<file path="src/rtl/fetch_pkg.sv">
// Shared fetch-stage definitions: the buffered entry layout and the default
// reset PC / sequential step, also used by decode and branch-target logic.
package fetch_pkg;

  localparam int FETCH_ADDR_W  = 32;
  localparam int FETCH_INSTR_W = 32;

  localparam logic [FETCH_ADDR_W-1:0] FETCH_RESET_PC = 32'h0000_0000;
  localparam int                      FETCH_PC_STEP  = 4;

  // One prefetched instruction together with the address it came from.
  typedef struct packed {
    logic [FETCH_ADDR_W-1:0]  pc;
    logic [FETCH_INSTR_W-1:0] instr;
  } fetch_entry_t;

endpackage

</file>
<file path="src/rtl/fetch_fifo.sv">
// Circular prefetch buffer of fetch_entry_t. Head is read combinationally;
// push, pop and flush take effect on the rising edge. DEPTH must be a power
// of two so the pointers wrap naturally.
module fetch_fifo
  import fetch_pkg::*;
#(
  parameter  int DEPTH = 2,
  localparam int PTR_W = $clog2(DEPTH),
  localparam int CNT_W = PTR_W + 1
) (
  input  logic             clk,
  input  logic             reset,
  input  logic             i_push,
  input  fetch_entry_t     i_entry,
  input  logic             i_pop,
  input  logic             i_flush,
  output logic [CNT_W-1:0] o_count,
  output fetch_entry_t     o_head
);

  fetch_entry_t     r_mem [DEPTH];
  logic [PTR_W-1:0] r_head;
  logic [PTR_W-1:0] r_tail;
  logic [CNT_W-1:0] r_count;
  logic             w_push;

  // A flush discards everything, so a push in the same cycle is ignored.
  assign w_push = i_push & ~i_flush;

  // Pointer and occupancy bookkeeping; flush empties the buffer outright.
  always_ff @(posedge clk) begin
    if (reset || i_flush) begin
      r_head  <= '0;
      r_tail  <= '0;
      r_count <= '0;
    end else begin
      if (w_push) begin
        r_tail <= r_tail + PTR_W'(1);
      end
      if (i_pop) begin
        r_head <= r_head + PTR_W'(1);
      end
      case ({w_push, i_pop})
        2'b10:   r_count <= r_count + CNT_W'(1);
        2'b01:   r_count <= r_count - CNT_W'(1);
        default: r_count <= r_count;
      endcase
    end
  end

  // Entry storage carries no reset; occupancy alone says what is valid.
  always_ff @(posedge clk) begin
    if (w_push) begin
      r_mem[r_tail] <= i_entry;
    end
  end

  assign o_count = r_count;
  assign o_head  = r_mem[r_head];

endmodule

</file>
<file path="src/rtl/fetch_unit.sv">
// Instruction-fetch stage: owns the PC, addresses the combinational
// instruction memory, buffers {pc, instr} pairs for decode and handles
// branch/jump redirects by reloading the PC and flushing the buffer.
module fetch_unit
  import fetch_pkg::*;
#(
  parameter  int                     INS_ADDRESS = FETCH_ADDR_W,
  parameter  int                     INS_W       = FETCH_INSTR_W,
  parameter  logic [INS_ADDRESS-1:0] RESET_PC    = FETCH_RESET_PC,
  parameter  int                     PC_STEP     = FETCH_PC_STEP,
  parameter  int                     DEPTH       = 2,
  localparam int                     CNT_W       = $clog2(DEPTH) + 1
) (
  input  logic                   clk,
  input  logic                   reset,
  output logic [INS_ADDRESS-1:0] imem_addr,
  input  logic [INS_W-1:0]       imem_instr,
  input  logic                   redirect_valid,
  input  logic [INS_ADDRESS-1:0] redirect_target,
  output logic                   id_valid,
  input  logic                   id_ready,
  output logic [INS_W-1:0]       id_instr,
  output logic [INS_ADDRESS-1:0] id_pc,
  output logic [INS_ADDRESS-1:0] id_pc_next,
  output logic [CNT_W-1:0]       occupancy
);

  localparam logic [INS_ADDRESS-1:0] STEP = INS_ADDRESS'(PC_STEP);

  logic [INS_ADDRESS-1:0] r_pc;
  logic [CNT_W-1:0]       w_count;
  fetch_entry_t           w_head;
  fetch_entry_t           w_entry;
  logic                   w_valid;
  logic                   w_pop;
  logic                   w_can_push;
  logic                   w_push;

  // Handshake: a pop frees a slot in the same cycle, so a full buffer with
  // decode accepting still fetches without a bubble.
  assign w_valid    = (w_count != '0);
  assign w_pop      = w_valid & id_ready;
  assign w_can_push = (w_count < CNT_W'(DEPTH)) | w_pop;
  assign w_push     = ~redirect_valid & w_can_push;

  assign w_entry = '{pc: r_pc, instr: imem_instr};

  fetch_fifo #(
    .DEPTH (DEPTH)
  ) u_fifo (
    .clk     (clk),
    .reset   (reset),
    .i_push  (w_push),
    .i_entry (w_entry),
    .i_pop   (w_pop),
    .i_flush (redirect_valid),
    .o_count (w_count),
    .o_head  (w_head)
  );

  // Next-PC select: reset beats redirect beats sequential fetch; a stalled
  // fetch keeps the PC, so the memory address is stable while full.
  always_ff @(posedge clk) begin
    if (reset) begin
      r_pc <= RESET_PC;
    end else if (redirect_valid) begin
      r_pc <= redirect_target;
    end else if (w_can_push) begin
      r_pc <= r_pc + STEP;
    end
  end

  // Decode-facing outputs come only from buffer state; zero when empty.
  assign imem_addr  = r_pc;
  assign id_valid   = w_valid;
  assign id_instr   = w_valid ? w_head.instr       : '0;
  assign id_pc      = w_valid ? w_head.pc          : '0;
  assign id_pc_next = w_valid ? (w_head.pc + STEP) : '0;
  assign occupancy  = w_count;

endmodule

</file>
<file path="config.mk">
export PLATFORM = sky130hd
export DESIGN_NAME = fetch_unit
export DESIGN_NICKNAME = d
export VERILOG_FILES = /design/src/rtl/fetch_pkg.sv /design/src/rtl/fetch_fifo.sv /design/src/rtl/fetch_unit.sv
export SDC_FILE = /design/constraint.sdc
export NUM_CORES = 1
export LEC_CHECK = 0
export CORE_ASPECT_RATIO = 1.25
export CORE_MARGIN = 10
export CORE_UTILIZATION = 45
export DETAILED_ROUTE_END_ITERATION = 6
export GPL_ROUTABILITY_DRIVEN = 0
export PLACE_DENSITY = 0.77
export SYNTH_ARGS = -nofsm -noshare
export SYNTH_HDL_FRONTEND = slang
export SYNTH_HIERARCHICAL = 1
export SYNTH_SLANG_ARGS = --single-unit
</file>
<file path="constraint.sdc">
create_clock -name clk -period 4.2 [get_ports clk]
set_input_delay 0.84 -clock clk [delete_from_list [all_inputs] [get_ports clk]]
set_output_delay 0.84 -clock clk [all_outputs]
set_load 0.02 [all_outputs]
</file>
==> impl_metrics.ini <==
[grt]
grt_max_degree = 65
grt_pass1_vias = 5732
grt_antenna_before_repair = 0
grt-ovfl-total = 0
grt.total_usage = 0.179
grt_pass1_wl_um = 32300

[detailed_routing]
wl_per_cell_um = 19.9
final_antenna_net_count = 0
drt_iter0_drc = 392
first_pass_iters = 4
routed_wl_um = 21000
drc = 0
vias = 5657
avgViaCountPerCell = 5.37

[timing]
worst_pin_slew_ns = 1.22
finalCritPeriodShare = 0.958
relSlewSlack = 0.188
postLayoutSetupSlackWorst_ns = 0.178
final_hold_viol_count = 0
fin_crit_ns = 4.02
finalSetupViolCount = 0
slew_violations = 0
fmax_mhz = 249
skew_ns = 0.0128

[logic_synthesis]
yosysWarningCount = 6
synth_area_per_cell_um2 = 12.4
yosysSeqAreaShare = 0.588
async_reset_ff_frac = 0
synth_top_area_share = 0.493
synth.distinct_cells = 46
synth-edff-count = 128
ys_ff_latch = 165
synth_area_leaders = edfxtp_1 49%, dfxtp_1 9.5%, mux2_2 9.2%, and2_1 5.4%, xnor2_1 4.2%
syn_inst = 628
synth.most_common_cell = edfxtp_1
syn_area_mm2 = 0.00779
synth.top_cells.by_count = 128 x edfxtp_1, 67 x and2_1, 64 x mux2_2
syn_nets = 699
synth-main-ff-cell = edfxtp_1
yosys.area.top_type = edfxtp_1

[place]
port_buffers = 198
placed_cells = 1021
pre_cts_ws_ns = 0.322
dp_hpwl_um = 15300

[worst_setup_path]
worstRegToRegCells = 6
setup.worst_path.start_class = register
worstSetupEndpointType = output port
cp.arrival_ns = 3.18
crit_type = register to output port
path_max_fanout = 16
crit_required_ns = 3.36

[finish]
area_delta_synth_final_pct = 36.6
nets = 892
diodes = 0
multiInputGateArea_mm2 = 0.00302
fillerInstances = 1305
regArea_mm2 = 0.00459
stdcell_count = 1054
drive_gt1_frac = 0.149

[status]
status = complete, no violations

[clocking]
cts_sinks = 165
cts_tree = done
cts_hold_buf = 0
htree_levels = 4
clock_latency_ns = 0.42
path_clk_slew_ns = 0.06
clockBufferDepth = 2
clk_root_buffer_cell = clkbuf_16
cts-buffers-inserted = 17

[floorplan]
core_mm2 = 0.0169
fp.dieH_um = 167
initial_utilization = 0.461
die_w_um = 138
num_rows = 53
die-area_mm2 = 0.0230
top_level_ports = 199

[job]
drv_cap = 0

[pwr]
leakage_uw = 0.00353
power_uw = 3960
power.density_mw_per_mm2 = 372
ir_drop_v = 0.000235

[worst_hold_path]
hold_depth = 0
hp-class = register to register
-- registers in the layout (all words and copies together), names as in the netlist, named ones only --
register,cells
u_fifo/r_mem,128
imem_addr,32
u_fifo/o_count,2
u_fifo/r_head,1
u_fifo/r_tail,1
-- area by class of cell --
class | instances | area share
Clock buffer | 19 | 0.0407
Clock inverter | 13 | 0.0169
Inverter | 11 | 0.00388
Multi-Input combinational cell | 417 | 0.284
Sequential cell | 165 | 0.431
Tap cell | 220 | 0.0258
Timing Repair Buffer | 209 | 0.198
-- per-stage QoR --
stage | area, µm² | hold WS, ns | setup TNS, ns | util
5_1_grt | 10600 | 0.506 | -0.00615 | 0.630
3_5_place_dp | 10000 | 0.479 | 0 | 0.592
6_report | 10600 | 0.497 | 0 | 0.630
2_1_floorplan | 7790 | 0.518 | -43.27 | -
4_1_cts | 10600 | 0.501 | 0 | 0.629
3_3_place_gp | 10000 | 0.462 | 0 | 0.592
-- cells in the final DEF (no fill, tap or decap), drive strengths merged, types with 19 or more instances in the layout --
master and instances:
nor2 62, clkbuf 19, nand3 19, dfxtp 37
and2 67, nand2 19, edfxtp 128, nand4 19
mux2 64, xnor2 37, clkdlybuf4s50 196
-- critical path, cell delays in order, from the launching register on --
cell and delay [ns]:
dfxtp_4 0.44, buf_6 0.22, mux2_2 0.40, and3_1 0.25, and4_1 0.34, and3_1 0.24
xnor2_1 0.12, nor2_1 0.08, clkdlybuf4s50_1 0.66
-- final timing paths --
kind	to	slack [ns]	from
max	id_pc_next[14]	0.18	register
min	u_fifo/r_mem[0][32]	0.50	imem_addr[0]
max reg2reg	u_fifo/o_count[1]	1.51	u_fifo/o_count[0]
min reg2reg	u_fifo/r_mem[0][32]	0.50	imem_addr[0]
-- cells by family (layout without fill, tap and decap cells) --
kind of cell,after synthesis,count (layout),share of synthesized area
flip-flops,165,165,0.588
buffers and inverters,46,252,0.0268
XOR/XNOR,52,52,0.0584
AO/OA/AOI/OAI,51,51,0.0435
multiplexers,67,67,0.0963
adder cells (fa/ha/maj),3,3,0.00482
AND/OR/NAND/NOR,244,244,0.182
-- repair_timing --
item,CTS,global route
pin swaps,1,0
setup buffers,1,0
resized for setup,1,4
setup endpoints to repair,2,16
-- where the power goes --
group / switching, µW / internal, µW / leakage, µW
logic: 229 / 223 / 0.00174
clock network: 629 / 995 / 0.000297
registers: 56.8 / 1830 / 0.00149
total: 915 / 3050 / 0.00353
-- layer usage --
metal	up-vias	wire length, µm	global-route usage
met3	26	1740	0.0422
met1	2714	8760	0.226
met2	239	10100	0.294
li1	2678	-	-
met4	0	367	0.0563
met5	-	0	0
No activity file was read; power rests on OpenSTA's default activity.
